$ cat config.mk
export PLATFORM = sky130hd
export DESIGN_NAME = fifo_drain_arbiter
export DESIGN_NICKNAME = d
export VERILOG_FILES = /design/src/rtl/fifo_drain_arbiter.sv
export SDC_FILE = /design/constraint.sdc
export NUM_CORES = 1
export LEC_CHECK = 0
export ABC_AREA = 1
export CORE_UTILIZATION = 45
export CTS_CLUSTER_SIZE = 25
export DETAILED_ROUTE_END_ITERATION = 16
export GPL_TIMING_DRIVEN = 0
export PLACE_DENSITY = 0.8
export SYNTH_ARGS = -nofsm -noshare
export SYNTH_HDL_FRONTEND = slang
export SYNTH_SLANG_ARGS = --single-unit
$ cat constraint.sdc
create_clock -name clk -period 2.5 [get_ports clk]
set_clock_uncertainty 0.15 [all_clocks]
set_input_delay 0.5 -clock clk [delete_from_list [all_inputs] [get_ports clk]]
set_output_delay 0.5 -clock clk [all_outputs]
set_load 0.05 [all_outputs]
$ cat src/rtl/fifo_drain_arbiter.sv
// fifo_drain_arbiter: round-robin drain of NCH first-word-fall-through FIFOs
// into a single downstream port. At most one word is delivered every two cycles.
// The SETTLE cycle after each grant gives a FIFO's empty flag, which updates
// one cycle after the pop, time to catch up before the channel is searched again.
module fifo_drain_arbiter #(
  parameter int unsigned NCH   = 4,
  parameter int unsigned WIDTH = 8
) (
  input  logic                     clk,
  input  logic                     rst_n,
  input  logic [NCH-1:0]           empty_i,
  input  logic [NCH*WIDTH-1:0]     data_i,
  output logic [NCH-1:0]           pop_o,
  input  logic [NCH-1:0]           enable_i,
  input  logic                     ready_i,
  output logic [WIDTH-1:0]         data_o,
  output logic [$clog2(NCH)-1:0]   ch_o,
  output logic                     ack_o,
  output logic [15:0]              count_o
);

  localparam int unsigned CW = $clog2(NCH);

  typedef enum logic {IDLE, SETTLE} state_t;

  state_t          state;
  state_t          state_nxt;
  logic [CW-1:0]   last_grant;
  logic [CW-1:0]   grant_idx;
  logic [CW-1:0]   cand;
  logic            grant_vld;
  logic            grant;
  logic [NCH-1:0]  eligible;

  assign eligible = enable_i & ~empty_i;

  // Round-robin search starting one past the previous winner, wrapping at NCH
  always_comb begin
    grant_vld = 1'b0;
    grant_idx = '0;
    cand      = '0;
    for (int unsigned i = 1; i <= NCH; i++) begin
      cand = CW'((32'(last_grant) + i) % NCH);
      if (!grant_vld && eligible[cand]) begin
        grant_vld = 1'b1;
        grant_idx = cand;
      end
    end
  end

  // Next-state logic: grant only from IDLE, always spend one cycle in SETTLE
  always_comb begin
    state_nxt = state;
    grant     = 1'b0;
    case (state)
      IDLE: begin
        if (ready_i && grant_vld) begin
          state_nxt = SETTLE;
          grant     = 1'b1;
        end
      end
      SETTLE:  state_nxt = IDLE;
      default: state_nxt = IDLE;
    endcase
  end

  // State register
  always_ff @(posedge clk or negedge rst_n) begin
    if (!rst_n) begin
      state <= IDLE;
    end else begin
      state <= state_nxt;
    end
  end

  // Registered grant outputs; data_o/ch_o hold between grants, strobes are one cycle
  always_ff @(posedge clk or negedge rst_n) begin
    if (!rst_n) begin
      pop_o      <= '0;
      ack_o      <= 1'b0;
      data_o     <= '0;
      ch_o       <= '0;
      count_o    <= '0;
      last_grant <= CW'(NCH - 1);
    end else if (grant) begin
      pop_o      <= NCH'(1) << grant_idx;
      ack_o      <= 1'b1;
      data_o     <= data_i[grant_idx*WIDTH +: WIDTH];
      ch_o       <= grant_idx;
      count_o    <= count_o + 16'd1;
      last_grant <= grant_idx;
    end else begin
      pop_o <= '0;
      ack_o <= 1'b0;
    end
  end

endmodule
## Word level (Yosys, flattened, before mapping)

Index checks and enable logic that the tools add are counted.

| word-level totals | value |
|---|---|
| input port bits | 43 |
| output and inout bits | 31 |
| flip-flop bits (word level) | 34 |
| logic and storage cells | 49 |

| operators by class | value |
|---|---|
| reduce and logical (&&, ||, !) cells | 7 |
| shift-type cells | 2 |
| muxes and demuxes | 21 |
| bitwise logic cells | 3 |
| $add $sub $neg | 5 |
| order comparisons | 4 |

Operators with widths:

| cell | count |
|---|---|
| 32-bit by 6-bit indexed part select with 8-bit output | 1 |
| 16-bit by 1-bit adder with 16-bit output (second input constant) | 1 |
| 2-bit by 3-bit less-than comparator with 1-bit output (second input constant) | 4 |
| 1-bit two-way mux | 11 |
| 1-bit binary-select mux with 2-bit select | 4 |
| 2-bit two-way mux | 4 |
| 2-bit by 1-bit adder with 2-bit output (second input constant) | 2 |
| 2-bit adder (second input constant) | 2 |
| 4-bit bitwise AND | 1 |
| 1-bit logical AND | 4 |
| 4-bit two-way mux | 1 |
| 4-bit inverter | 1 |
| 1-bit by 2-bit left shift with 4-bit output (first input constant) | 1 |
| 1-bit zero test | 3 |
| 1-bit case mux with 2 select lines | 1 |
| 1-bit inverter | 1 |

## Logic depth before layout (Yosys ltp)

Gate-level depths: netlist (run 1).

| logic depth | value |
|---|---|
| depth in word-level cells | 18 |
| gate-level depth with buffers | 16 |
| mapped depth without buffers | 15 |

## Least setup slack after synthesis (run 1)

Ideal clock, no wire load.

| timing path | value |
|---|---|
| path type | register -> register |
| start | register last_grant[0] |
| end | register data_o[2] |
| period minus slack after synthesis | 2.012 ns |
| slack | 0.488 ns |
| stages on the path, launching flop included | 12 |
| path buffers | 1 |
| arrival time | 1.738 ns |
| cell sequence | dfstp_2 -> inv_2 -> nand2_1 -> nand2_2 -> o21ai_4 -> nand4_2 -> nand2_2 -> nand2_4 -> buf_6 -> or2_1 -> nand3_1 -> nand3_1 |

| between the ends | value |
|---|---|
| word-level cells in the longest chain between the ends | 16 |

Ends and longest elaborated chain:

| what | RTL line | RTL |
|---|---|---|
| start, declared | 28 | `logic [CW-1:0] last_grant;` |
| start signal, assigned | 84 | `last_grant <= CW'(NCH - 1);` |
| start signal, assigned | 91 | `last_grant <= grant_idx;` |
| branches (longest 16 deep; another with 2-bit by 1-bit adder with 2-bit output) | n/a |  |
| end signal, assigned | 88 | `data_o <= data_i[grant_idx*WIDTH +: WIDTH];` |
| end, declared | 16 | `output logic [WIDTH-1:0] data_o,` |

Parallel ways; which one is timed is not known. The select of a mux whose other input is x is not followed.
A chain may end at the register's enable or synchronous reset.

## Worst setup path in the final report (run 1)

| timing path | value |
|---|---|
| start | register last_grant[0] |
| end | register data_o[1] |

The elaborated chain is that of the path after synthesis.

==> results.txt, run 1 <==
CP delay by family, top: simple AND/OR/NAND/NOR gates
Slowest cell on crit path: dfstp_2
Detailed Route Iter0 Violations: 117
Slew @ Worst Pin: 0.697 ns
area of the mapped netlist: 2080 µm²
warnings from Yosys: 0
Via Count: 2030
CTS root buf: clkbuf_8
Hold Buf Count CTS: 0
pre-CTS WS: -0.0737 ns
input/output buffers: 73
internal power: 0.00199 W
Hold Vio Cnt, Final: 0
GR Overflow Total: 0
sequential share of power: 22.7%
critical path required time: 2.52 ns
Design Power: 0.00415 W
fin nets: 401
post-route setup slack: 0.232 ns
Seq/Total Area, Yosys: 39.8%
CP max stage delay: 0.60 ns
FMAX: 441 MHz
post_cts resized: 0
IO Count: 74
power density cells: 1400 nW/µm²
core box area: 4380 µm²
Detailed Routing Iterations Pass 1: 4
Clk network pwr share: 10.5%
Critical Path Stages: 11
P_leak: 1.43 nW
placed cell count: 402
CTS tree: yes
crit path max fanout: 10
Fin Hold WS: 0.108 ns
Final ANT Viol Nets: 0
clk slew on worst S/H paths: 0.06 ns
Post-Syn Instances: 277
Synth cell types: 31
Finished Layout Cells: 410
DP HPWL: 3.86 mm
Routed WL: 4.81 mm
met1 WL: 2.02 mm
Initial Util: 47.4%
die area: 4900 µm²
Sw Pwr: 0.00216 W
share of cells above drive strength 1: 10.1%
post-route clock period utilization: 90.7%
Die Y: 70.0 µm
post-DR vias/cell: 4.95
placed instance area: 2870 µm²
first-pass GRT wire length: 8.57 mm
clk buf depth: 2
GRT Resource Usage Total: 21.7%
Logic pwr share: 66.9%
Final setup viols: 0
Final Cell Area: 2970 µm²
Die Wd: 70.0 µm
drt drc: 0
commonest non-fill, non-tap cell in the layout: nand2_1
CP Launch Type: flip-flop
met3 WL: 258 µm
critical path class: reg2reg
# rows: 24
Wirelength per Cell: 11.7 µm
top-area cell type share of the netlist area: 37.3%
Worst VDD drop: 663 µV
initial antenna violation count: 0
largest net degree at the start of global routing: 34
R2R depth: 11
max-slew violations: 0
CP bufs+invs: 2
hold crit path type: in2async
RSZ-0062 raised after global routing: false
status: finished clean
postcts setup bufs: 0
Area Overhead vs Synth: 42.9%
routed length on met2: 2.46 mm
routability cong.: 0.895
# diodes: 0
Synth area leaders: dfrtp_1 37%, nand2_1 13%, nand3_1 11%
Seq cells post-synth: 33
post-synth net total: 321
filler instances: 377
crit path time final: 2.27 ns
Clock Sink Count: 33
cell taking the most area after synthesis: dfrtp_1
H-tree depth: 2
Max Cap Viol: 0
switching portion of total power: 52.1%
CTS Buf Count: 5
CP cell instances: inv_2 -> nand2_1 -> nand2_2 -> o21ai_4 -> nand4_2 -> nand2_2 -> nand2_4 -> buf_6 -> or2_0 -> nand3_1 -> nand3_1
Critical Path Sink Type: flip-flop
crit path DAT: 2.29 ns
Avg Cell Area, Syn: 7.51 µm²
most frequent cells in the layout: 74 x nand2_1, 72 x clkdlybuf4s50_1, 44 x nand3_1
vias in the first global route: 2027
clock latency on the worst-skew pair: 0.28 ns
max layer used: met4
slew margin rel.: 53.5%
sequential cells by signal, summed over array words and instances, names as in the netlist:
register	flops
ack_o	1
ch_o	2
count_o	16
data_o	8
last_grant	2
pop_o	4
metrics by stage:
stage / TNS, ns / util (%)
3_5_place_dp: -0.382 / 65.5
6_report: 0 / 67.8
2_1_floorplan: 0 / -
4_1_cts: 0 / 67.8
5_1_grt: 0 / 67.8
3_3_place_gp: -0.0484 / 65.6
final cells by class:
cell class	count	area [µm²]	share of cell area [%]
well taps	52	65.1	2.19
multi-input cells	198	1040	35.1
flip-flops and latches	33	828	27.9
clock buffers	7	96.3	3.24
inverters	40	150	5.05
repair buffers	73	726	24.4
plain buffers	6	57.6	1.94
clock inverters	1	5.00	0.168
Yosys cell counts:
library cell,count
o21ai_0,2
or2_1,6
buf_6,3
nand2_2,6
nand3_1,44
buf_8,1
nor2_8,1
xor2_1,6
nand2_1,74
nor2_2,2
buf_2,1
ha_1,1
nor2_4,2
nand4_1,6
a21oi_1,4
nand3_2,2
nor4_1,3
nor3_1,4
inv_1,37
o21ai_4,1
or2_0,6
clkbuf_1,1
and2_1,1
dfrtp_1,31
xnor2_1,7
dfstp_2,2
nand2_4,2
nor2_1,16
nand4_2,1
nand3b_1,1
inv_2,3
kinds of logic (layout without fill, tap and decap cells):
kind of cell	count (synthesis)	after routing	share of synthesized area [%]
adders and majority gates	1	1	0.602
AOI/OAI and AO/OA	7	7	2.23
xor gates and xnor gates	13	13	5.48
buffers and inverters	46	127	9.99
DFF	33	33	39.8
and+or+nand+nor	177	177	41.9
power groups by stage:
| stage | clock network, W | logic (W) | registers [W] |
|---|---|---|---|
| 3_5_place_dp | 0 | 0.00279 | 0.000945 |
| 5_1_grt | 0.000472 | 0.00303 | 0.000964 |
| 6_report | 0.000434 | 0.00277 | 0.000941 |
| 3_3_place_gp | 0 | 0.00273 | 0.000942 |
| 4_1_cts | 0.000452 | 0.00280 | 0.000938 |
| 2_1_floorplan | 0 | 0.00142 | 0.00153 |
per-layer routing:
metal,track usage [%],up-vias
met2,36.6,65
met3,5.92,8
li1,-,1036
met4,8.44,0
met1,26.3,921
met5,0,-
path summary, 6_finish.rpt:
path / start / to / slack (ns)
hold / removal: rst_n / count_o[7] / 0.11
setup reg to reg: last_grant[0] / data_o[1] / 0.23
setup / recovery: last_grant[0] / data_o[1] / 0.23
hold reg to reg: data_o[6] / data_o[6] / 0.33
min in group clk: data_o[6] / data_o[6] / 0.33
max in group asynchronous: rst_n / data_o[5] / 1.64
worst register-to-register path, delay by kind of cell, from the launching register on:
family / cells / cell delay [ns]
compound gates: 1 / 0.19
buf+inv: 2 / 0.25
simple gates: 8 / 0.96
flops: 1 / 0.60
Note: power is estimated with default switching activity, not from simulation.
==> run 2: changes to the inputs <==
--- a/config.mk
+++ b/config.mk
@@ -11,6 +11,8 @@
 export DETAILED_ROUTE_END_ITERATION = 16
 export GPL_TIMING_DRIVEN = 0
 export PLACE_DENSITY = 0.8
+export SETUP_SLACK_MARGIN = 0.2
+export SLEW_MARGIN = 20
 export SYNTH_ARGS = -nofsm -noshare
 export SYNTH_HDL_FRONTEND = slang
 export SYNTH_SLANG_ARGS = --single-unit
==> run 2 against run 1 <==
First-iteration DRC count increased by 14%; hold slack improved by 0.0029 ns; utilization grew 5.2 points; critical endpoint unchanged; via count is 4.5% higher; sequential power grew 0.6%; routed wire length rose by 10%; total power increased by 11%; clock-buffer cell count unchanged; die area unchanged; critical path depth is 3 higher; sequential share of layout area shrank 2.0 points; cell area increased by 7.7%.
==> results.txt, run 2 (synthesis results as in run 1) <==
power density cells: 1440 nW/µm² (+3.2%)
Hold Vio Cnt, Final: 0 (unchanged)
post-route clock period utilization: 90.9% (+0.18 points)
Slowest cell on crit path: clkdlybuf4s50_1
vias in the first global route: 2027 (unchanged)
Detailed Route Iter0 Violations: 133 (+14%)
worst r2r src: last_grant[0]
Clock Sink Count: 33 (unchanged)
GR Overflow Total: 0 (unchanged)
Routed WL: 5.31 mm (+10%)
fin nets: 410 (+2.2%)
die area: 4900 µm² (unchanged)
share of cells above drive strength 1: 17.4% (+7.4 points)
CTS root buf: clkbuf_8
Die Y: 70.0 µm (unchanged)
placed cell count: 402 (unchanged)
post-DR vias/cell: 5.06 (+2.2%)
drt drc: 0 (unchanged)
Logic pwr share: 70.0% (+3.1 points)
# diodes: 0 (unchanged)
GRT Resource Usage Total: 21.7% (unchanged)
switching portion of total power: 51.2% (-0.92 points)
clk buf depth: 2 (unchanged)
largest net degree at the start of global routing: 34 (unchanged)
commonest non-fill, non-tap cell in the layout: clkdlybuf4s50_1
Top Registers: count_o (16), data_o (8), pop_o (4)
Area Overhead vs Synth: 53.9%
crit path DAT: 2.29 ns (about the same)
Finished Layout Cells: 419 (+2.2%)
clk slew on worst S/H paths: 0.07 ns (about the same)
slew margin rel.: 52.8% (-0.78 points)
crit path time final: 2.27 ns (+0.00450 ns)
CTS Buf Count: 5 (unchanged)
Final ANT Viol Nets: 0 (unchanged)
H-tree depth: 2 (unchanged)
Critical Path Sink Type: flip-flop
Wirelength per Cell: 12.7 µm (+8.0%)
Fin Hold WS: 0.111 ns (+0.00294 ns)
max-slew violations: 0 (unchanged)
critical path required time: 2.52 ns (about the same)
Top reg by flops: count_o
post-route setup slack: 0.228 ns (-0.00451 ns)
max reg flops: 16 (unchanged)
CP delay by family, top: simple AND/OR/NAND/NOR gates
input/output buffers: 73 (unchanged)
Worst VDD drop: 780 µV (+18%)
CP Launch Type: primary input
crit path max fanout: 11 (+1)
sequential share of power: 20.5% (-2.2 points)
flop2flop setup slack: 0.24 ns (about the same)
filler instances: 337 (-11%)
# rows: 24 (unchanged)
Clk network pwr share: 9.5% (-1.0 points)
critical path class: in2reg
DP HPWL: 3.86 mm (unchanged)
routability cong.: 0.895 (unchanged)
Sw Pwr: 0.00236 W (+9.2%)
status: finished clean
Final TNS setup: 0 ns (unchanged)
pre-CTS WS: -0.0737 ns (unchanged)
CP cell instances: clkdlybuf4s50_1 -> nand3_1 -> nand3_2 -> nand2_4 -> nand2_1 -> nand2_2 -> nor2_4 -> nand2_4 -> nand2_4 -> buf_8 -> clkbuf_16 -> nand2_1 -> nand3_1 -> nand3_1
internal power: 0.00225 W (+13%)
Initial Util: 47.4% (unchanged)
FMAX: 440 MHz (-0.20%)
Final setup viols: 0 (unchanged)
Slew @ Worst Pin: 0.708 ns (+0.0116 ns)
IO Count: 74 (unchanged)
CTS tree: yes
Design Power: 0.00461 W (+11%)
CP max stage delay: 0.51 ns (-0.09 ns)
core box area: 4380 µm² (unchanged)
Die Wd: 70.0 µm (unchanged)
Via Count: 2121 (+4.5%)
clock latency on the worst-skew pair: 0.28 ns (about the same)
Hold Buf Count CTS: 0 (unchanged)
P_leak: 1.52 nW (+6.3%)
Max Cap Viol: 0 (unchanged)
CP Launch Point: enable_i[1]
CP bufs+invs: 3 (+1)
RSZ-0062 raised after global routing: true
hold crit path type: in2async
most frequent cells in the layout: 71 x clkdlybuf4s50_1, 68 x nand2_1, 36 x inv_1
first-pass GRT wire length: 8.57 mm (unchanged)
initial antenna violation count: 0 (unchanged)
Detailed Routing Iterations Pass 1: 4 (unchanged)
run 2: cell types whose count changed in the layout (fill, tap and decap cells not counted), moves of 2 or more:
cell	change
buf_4	+7
nand2_1	-6
nand2_2	+3
nand2_4	+3
nand3_1	-9
nand3_2	+8
nor2_2	-2
nor2_4	+3
run 2: through the flow:
step	instance area (µm²)	util, %
detailed placement	2870	65.5
CTS	2970	67.8
floorplan	2080	-
global route	3200	73.0
global placement	2880	65.6
finish	3200	73.0
run 2: final cells by class:
type	count	area, µm²	area share (%)
buffer	6	63.8	1.99
clock buffer	7	96.3	3.01
clock inverter	1	5.00	0.156
inverter	40	155	4.85
multi-input combinational	198	1160	36.3
sequential	33	828	25.9
tap	52	65.1	2.03
timing repair buffer	82	826	25.8
run 2: metal layers:
| metal | part of all wire, % | wire [µm] | global-route usage (%) |
|---|---|---|---|
| met4 | 2.0 | 104 | 8.44 |
| met1 | 42 | 2230 | 26.3 |
| met5 | 0 | 0 | 0 |
| met3 | 5.3 | 283 | 5.92 |
| met2 | 51 | 2690 | 36.6 |
run 2: power groups by stage:
stage,combinational (W),clock (W),sequential (W)
final,0.00323,0.000439,0.000947
after global routing,0.00349,0.000471,0.000969
after CTS,0.00280,0.000452,0.000938
after detailed placement,0.00279,0,0.000945
after global placement,0.00273,0,0.000942
after floorplan,0.00142,0,0.00153
run 2: worst register-to-register path, delay by kind of cell, from the launching register on:
family | cells | cell delay, ns
buf+inv | 3 | 0.40
simple gates | 11 | 0.99
flops | 1 | 0.61
run 2: final timing paths:
kind                                to  depth (start not counted)
hold reg to reg              data_o[6]                          2
hold / removal             count_o[10]                          1
max in group asynchronous    data_o[5]                          1
min in group clk             data_o[6]                          2
setup reg to reg             data_o[1]                         14
setup / recovery             data_o[1]                         14
run 2: timing repair:
| action | in CTS | in global routing |
|---|---|---|
| resized for setup | 0 | 33 |
| setup endpoints to repair | 0 | 22 |
| buffers inserted | 0 | 8 |
==> run 3: changes to the inputs <==
--- a/config.mk
+++ b/config.mk
@@ -6,11 +6,13 @@
 export NUM_CORES = 1
 export LEC_CHECK = 0
 export ABC_AREA = 1
-export CORE_UTILIZATION = 45
+export CORE_UTILIZATION = 47
+export CTS_BUF_LIST = sky130_fd_sc_hd__clkbuf_8
 export CTS_CLUSTER_SIZE = 25
 export DETAILED_ROUTE_END_ITERATION = 16
+export GPL_ROUTABILITY_DRIVEN = 0
 export GPL_TIMING_DRIVEN = 0
-export PLACE_DENSITY = 0.8
+export PLACE_DENSITY = 0.83
 export SETUP_SLACK_MARGIN = 0.2
 export SLEW_MARGIN = 20
 export SYNTH_ARGS = -nofsm -noshare
==> run 3 against run 2 <==
Die area decreased by 4.1%; utilization is 6.0 points higher; first-iteration DRC count up 20%; maximum frequency down 1.0%; cell count down 0.48%; clock power is essentially flat; setup slack got worse by 0.023 ns; critical path type unchanged.
==> results.txt, run 3 (synthesis results as in run 1) <==
status: finished clean
Max Cap Viol: 0 (unchanged)
input/output buffers: 73 (unchanged)
clk buf depth: 2 (unchanged)
core box area: 4120 µm² (-6.1%)
RSZ-0062 raised after global routing: true
Via Count: 2177 (+2.6%)
Most common cell on crit path: nand2_1
IO Count: 74 (unchanged)
Critical Path Sink Type: flip-flop
# diodes: 0 (unchanged)
Fin Hold WS: 0.114 ns (+0.00282 ns)
GRT met2 Usage: 44.1% (+7.5 points)
post-route setup slack: 0.205 ns (-0.0229 ns)
post-DR vias/cell: 5.22 (+3.1%)
Final Cell Area: 3250 µm² (+1.6%)
Wirelength per Cell: 13.8 µm (+9.4%)
FMAX: 436 MHz (-1.0%)
r2r endpoint: data_o[3]
flop2flop setup slack: 0.22 ns (-0.02 ns)
met1 Usage GRT: 26.7% (+0.33 points)
DP HPWL: 3.90 mm (+1.0%)
share of cells above drive strength 1: 19.3% (+1.9 points)
Worst VDD drop: 922 µV (+18%)
Die Y: 68.5 µm (-2.1%)
crit path max fanout: 6 (-5)
first-pass GRT wire length: 8.54 mm (-0.32%)
die area: 4690 µm² (-4.1%)
Routed WL: 5.78 mm (+8.8%)
Clock Sink Count: 33 (unchanged)
CP max stage delay: 0.49 ns (-0.02 ns)
Die Wd: 68.5 µm (-2.1%)
placed instance area: 2870 µm² (about the same)
drt drc: 0 (unchanged)
Final ANT Viol Nets: 0 (unchanged)
P_leak: 1.56 nW (+2.4%)
worst r2r src: last_grant[0]
Final setup viols: 0 (unchanged)
Design Power: 0.00487 W (+5.5%)
max reg flops: 16 (unchanged)
GR Overflow Total: 0 (unchanged)
vias in the first global route: 1970 (-2.8%)
most frequent cells in the layout: 68 x clkdlybuf4s50_1, 67 x nand2_1, 33 x inv_1
Hold Buf Count CTS: 0 (unchanged)
CTS Buf Count: 5 (unchanged)
pre-CTS WS: -0.0863 ns (-0.0126 ns)
hold crit path type: in2async
GRT Resource Usage Total: 24.6% (+2.9 points)
GR Layer Usage met3: 9.38% (+3.5 points)
crit path time final: 2.30 ns (+0.0229 ns)
H-tree depth: 2 (unchanged)
Slew @ Worst Pin: 0.717 ns (+0.00874 ns)
Hold Vio Cnt, Final: 0 (unchanged)
Area Overhead vs Synth: 56.4%
clock latency on the worst-skew pair: 0.28 ns (about the same)
post-route clock period utilization: 91.8% (+0.91 points)
# rows: 23 (-4.2%)
Top reg by flops: count_o
filler instances: 284 (-16%)
power density cells: 1500 nW/µm² (+3.8%)
fin nets: 410 (unchanged)
commonest non-fill, non-tap cell in the layout: clkdlybuf4s50_1
R2R depth: 13 (-1)
CP Launch Type: primary input
crit path DAT: 2.32 ns (+0.03 ns)
clk slew on worst S/H paths: 0.07 ns (about the same)
Detailed Route Iter0 Violations: 160 (+20%)
critical path required time: 2.52 ns (about the same)
Detailed Routing Iterations Pass 1: 4 (unchanged)
CP cell instances: clkdlybuf4s50_1 -> inv_2 -> nand3_4 -> nand2_2 -> nand2_1 -> nand2_1 -> nand2_1 -> nand2_2 -> nor2_4 -> nand2_4 -> nand2_4 -> buf_8 -> clkbuf_16 -> nand2_1 -> nand3_1 -> nand3_1
initial antenna violation count: 0 (unchanged)
gr busiest metal: met2
max-slew violations: 0 (unchanged)
slew margin rel.: 52.2% (-0.58 points)
Slowest cell on crit path: clkdlybuf4s50_1
Final TNS setup: 0 ns (unchanged)
critical path class: in2reg
CTS tree: yes
largest net degree at the start of global routing: 34 (unchanged)
Top Registers: count_o (16), data_o (8), pop_o (4)
Initial Util: 50.5% (+3.1 points)
CTS root buf: clkbuf_8
-- run 3: report_power, final --
| part | internal (W) | switching [W] | leakage (nW) |
|---|---|---|---|
| Clock | 0.000249 | 0.000193 | 0.0542 |
| Sequential | 0.000752 | 0.000189 | 0.405 |
| Combinational | 0.00138 | 0.00210 | 1.10 |
| Total | 0.00238 | 0.00249 | 1.56 |
-- run 3: repair_timing --
action                                  CTS  global route
setup buffers                             0             7
gates resized for setup                   0            46
endpoints found under the setup margin    0            21
-- run 3: worst max-delay path by stage --
stage / slack, ns / cells past startpoint / from / endpoint
finish: 0.20 / 16 / empty_i[2] / data_o[3]
global route: 0.08 / 15 / empty_i[2] / data_o[4]
detailed placement: -0.09 / 14 / enable_i[3] / data_o[4]
global placement: -0.03 / 12 / empty_i[2] / data_o[0]
floorplan: 0.49 / 11 / last_grant[0] / data_o[2]
CTS: 0.22 / 14 / enable_i[3] / data_o[4]
-- run 3: final cells by class --
type	count	area [µm²]	share of cell area, %
buffer	6	67.6	2.08
timing repair buffer	82	846	26.0
tap	50	62.6	1.92
sequential	33	828	25.5
multi-input combinational	198	1190	36.7
inverter	40	153	4.69
clock inverter	1	5.00	0.154
clock buffer	7	96.3	2.96
-- run 3: layer usage --
metal | vias up | share of wire [%]
met1 | 1001 | 37
li1 | 1048 | -
met4 | 0 | 1.6
met3 | 16 | 9.3
met2 | 112 | 52
met5 | - | 0
-- run 3: per-stage QoR --
| step | std cells | utilization [%] |
|---|---|---|
| 2_1_floorplan | 277 | - |
| 3_3_place_gp | 400 | 69.8 |
| 3_5_place_dp | 400 | 69.7 |
| 4_1_cts | 408 | 72.1 |
| 5_1_grt | 417 | 79.0 |
| 6_report | 417 | 79.0 |
-- run 3: critical path, delay by kind of cell --
family / cells / cell delay, ns
buf+inv: 4 / 0.83
simple gates: 12 / 1.00
==> RTL change 1: new RTL, config.mk and constraints of run 2 <==
`WIDTH`: 8 -> 6.
--- a/src/rtl/fifo_drain_arbiter.sv
+++ b/src/rtl/fifo_drain_arbiter.sv
@@ -4,7 +4,7 @@
 // one cycle after the pop, time to catch up before the channel is searched again.
 module fifo_drain_arbiter #(
   parameter int unsigned NCH   = 4,
-  parameter int unsigned WIDTH = 8
+  parameter int unsigned WIDTH = 6
 ) (
   input  logic                     clk,
   input  logic                     rst_n,
Interface: changed (resized data_i and data_o); port bits go from 74 to 64. No check against the original RTL was run, so the function may have changed too.
==> RTL change 1 against run 2 <==
- combinational power fell by 28%
- worst setup slack improved by 0.070 ns
- area after synthesis fell by 3.2%
- sequential cell count fell by 2
- first-iteration DRC count fell by 47%
- wire length fell by 16%
- cell area fell by 13%
- power fell by 24%
- die area fell by 3.1%
- via count fell by 14%
==> RTL change 1: results (changes against run 2) <==
- Seq/Total Area, Yosys: 0.387 (-0.0117)
- Port bufs: 63 (-14%)
- Final Hold Slack: 0.0891 ns (-0.0219 ns)
- Syn avg cell area: 7.96 sq um (+6.0%)
- Max-slew headroom: 0.560 (+0.0325)
- Leakage: 1.29 nW (-15%)
- Reg2reg setup slack: 0.50 ns (+0.26 ns)
- First-pass GRT wire length: 7510 microns (-12%)
- CP max stage delay: 0.84 ns (+0.33 ns)
- Iter 0 DRT Violations: 70 (-47%)
- Vias in the first global route: 1711 (-16%)
- Largest net degree at the start of global routing: 32 (-5.9%)
- CP delay by family, top: buffers and inverters
- Crit path DAT: 1.55 ns (-0.74 ns)
- Cell count of the worst reg-to-reg path: 13 (-1)
- Worst vdd ir: 0.000640 V (-18%)
- Final non-filler cell total: 374 (-11%)
- Vias: 1833 (-14%)
- Nets: 359 (-12%)
- Worst r2r src: last_grant[0]$_DFFE_PN1P_
- WL per Instance: 11.9 microns (-5.9%)
- Top Registers: count_o: 16 flops, data_o: 6 flops, pop_o: 4 flops
- Crit Reg-Reg Endpoint: data_o[0]$_DFFE_PN0P_
- Ys Warns: 0 (unchanged)
- Final Cycle Share: 0.881 (-0.0280)
- Netlist cell types: 33 (+6.5%)
- Share of layout cells above drive strength 1: 0.191 (+0.0170)
- Status: finished clean
RTL change 1: power breakdown:
part           switching [mW]  total (mW)  internal, mW
Combinational            1.49        2.31         0.817
Sequential              0.137       0.821         0.684
Clock                   0.191       0.384         0.193
Total                    1.82        3.51          1.69
RTL change 1: cells by family after synthesis:
kind of cell / share of synthesized area
compound gates: 0.0193
xor+xnor: 0.0653
fa+ha+maj: 0.00621
buf+inv: 0.0796
flops: 0.387
simple gates: 0.443
RTL change 1: layer usage:
layer	GRT usage	up-vias	wire [microns]
li1	-	942	-
met1	0.289	839	2100
met2	0.343	50	2110
met3	0.0658	2	215
met4	0.0459	0	30
met5	0	-	0
RTL change 1: cell type report:
class	count	area, sq um
fillers	363	1350
multi-input cells	200	1070
flip-flops and latches	31	778
repair buffers	63	626
plain buffers	7	83.8
inverters	15	76.3
clock buffers	5	68.8
well taps	50	62.6
clock inverters	3	20.0
RTL change 1: worst max-delay path by stage:
stage | start | to | slack, ns | depth (start not counted)
floorplan | last_grant[0]$_DFFE_PN1P_ | data_o[4]$_DFFE_PN0P_ | 0.64 | 13
global placement | empty_i[2] | data_o[4]$_DFFE_PN0P_ | 0.18 | 13
detailed placement | empty_i[2] | data_o[4]$_DFFE_PN0P_ | 0.14 | 13
CTS | count_o[3]$_DFFE_PN0P_ | count_o[3] | 0.28 | 1
global route | count_o[2]$_DFFE_PN0P_ | count_o[2] | 0.22 | 1
finish | count_o[3]$_DFFE_PN0P_ | count_o[3] | 0.30 | 1
==> RTL change 2: new RTL, flow settings as in run 2 <==
Made on the original files. Put one more register stage on the output `count_o`, cleared by the reset. The value now appears one clock later. The other outputs are not delayed to match.
--- a/src/rtl/fifo_drain_arbiter.sv
+++ b/src/rtl/fifo_drain_arbiter.sv
@@ -22,6 +22,8 @@
   localparam int unsigned CW = $clog2(NCH);
 
   typedef enum logic {IDLE, SETTLE} state_t;
+
+  logic [15:0] count_s0;
 
   state_t          state;
   state_t          state_nxt;
@@ -80,14 +82,14 @@
       ack_o      <= 1'b0;
       data_o     <= '0;
       ch_o       <= '0;
-      count_o    <= '0;
+      count_s0   <= '0;
       last_grant <= CW'(NCH - 1);
     end else if (grant) begin
       pop_o      <= NCH'(1) << grant_idx;
       ack_o      <= 1'b1;
       data_o     <= data_i[grant_idx*WIDTH +: WIDTH];
       ch_o       <= grant_idx;
-      count_o    <= count_o + 16'd1;
+      count_s0   <= count_s0 + 16'd1;
       last_grant <= grant_idx;
     end else begin
       pop_o <= '0;
@@ -95,4 +97,12 @@
     end
   end
 
+  always_ff @(posedge clk or negedge rst_n) begin
+    if (!rst_n) begin
+      count_o <= '0;
+    end else begin
+      count_o <= count_s0;
+    end
+  end
+
 endmodule
Formal check against the unedited RTL: not equivalent (a bounded check fails within 4 cycles, from zero or initial values and one cycle with rst_n low).
==> RTL change 2 against run 2 <==
- first-iteration DRC count down 5.3%
- power up 13%
- synthesized cell count up 7.6%
- worst setup slack worse by 0.016 ns
- sequential cell count up 16
- area after synthesis up 23%
- cell area up 17%
- wire length up 10%
- worst hold slack worse by 0.068 ns
- die area up 22%
- utilization down 5.1 points
- clock power up 7.1%
- largest cell class is now sequential cells
- highest routed layer unchanged
==> RTL change 2: results (changes against run 2) <==
- Status: finished clean
- First-pass GRT wire length: 9350 microns (+9.1%)
- Clock group: 470 uW (+7.1%)
- Leakage: 1.78 nW (+17%)
- XOR/XNOR share of the synthesized area: 0.0514 (-0.00336)
- CP Launch Point: enable_i[0]
- Cell Area, Placed: 0.00340 sq mm (+18%)
- Nets: 437 (+6.6%)
- Crit path capture: data_o[2]$_DFFE_PN0P_
- Area contributors post-synth: dfrtp_1 (46%), nand2_1 (9.5%), nand3_1 (7.2%), inv_1 (5.1%), nor2_1 (3.2%)
- Fillers: 426 (+26%)
- Seq/Total Area, Yosys: 0.481 (+0.0824)
- CP max stage delay: 0.55 ns (+0.04 ns)
- Synth top cells by count: nand2_1 (65), dfrtp_1 (47), nand3_1 (37)
- WL per Instance: 12.6 microns (-0.66%)
- Share of layout cells above drive strength 1: 0.203 (+0.0287)
- Flop+latch power: 1.30 mW (+37%)
- Mapped Nets: 342 (+6.5%)
- Top Registers: count_o: 16 flops, count_s0: 16 flops, data_o: 8 flops
- Placed wire-length estimate: 4100 microns (+6.3%)
- Vias: 2267 (+6.9%)
- Synth Area in Compound Gates: 0.0171 (-0.00513)
- Syn Inst Count: 298 (+7.6%)
- Vias in the first global route: 2079 (+2.6%)
- Largest net degree at the start of global routing: 27 (-21%)
- Drt total wl: 5860 microns (+10%)
- Register share of total power: 0.250 (+0.045)
- Crit path DAT: 2.32 ns (+0.03 ns)
- RD Place Congestion: 0.874 (-2.4%)
- Iter 0 DRT Violations: 126 (-5.3%)
- Max-slew headroom: 0.606 (+0.0781)
- Setup WS pre-CTS: -0.0456 ns (+0.0281 ns)
- Worst vdd ir: 0.000989 V (+27%)
- Adder-Cell Fraction of Synth Area: 0.00489 (-0.00112)
-- RTL change 2: layout make-up --
cell class,instances,share of cell area
Buffer,6,0.0151
Multi-Input combinational cell,202,0.322
Sequential cell,49,0.329
Timing Repair Buffer,88,0.242
Clock buffer,7,0.0231
Tap cell,72,0.0241
Inverter,41,0.0438
Clock inverter,1,0.00201
-- RTL change 2: kinds of logic (layout without fill, tap and decap cells) --
| family | Yosys count | count (layout) |
|---|---|---|
| adders and majority gates | 1 | 1 |
| xor gates and xnor gates | 15 | 15 |
| DFF | 49 | 49 |
| AOI/OAI and AO/OA | 8 | 8 |
| and+or+nand+nor | 178 | 178 |
| buffers and inverters | 47 | 143 |
-- RTL change 2: metal layers --
metal	vias up	wire length, microns	GRT usage
li1	1122	-	-
met1	1062	2520	0.274
met2	78	2890	0.303
met3	5	405	0.0588
met4	0	47	0.0453
met5	-	0	0
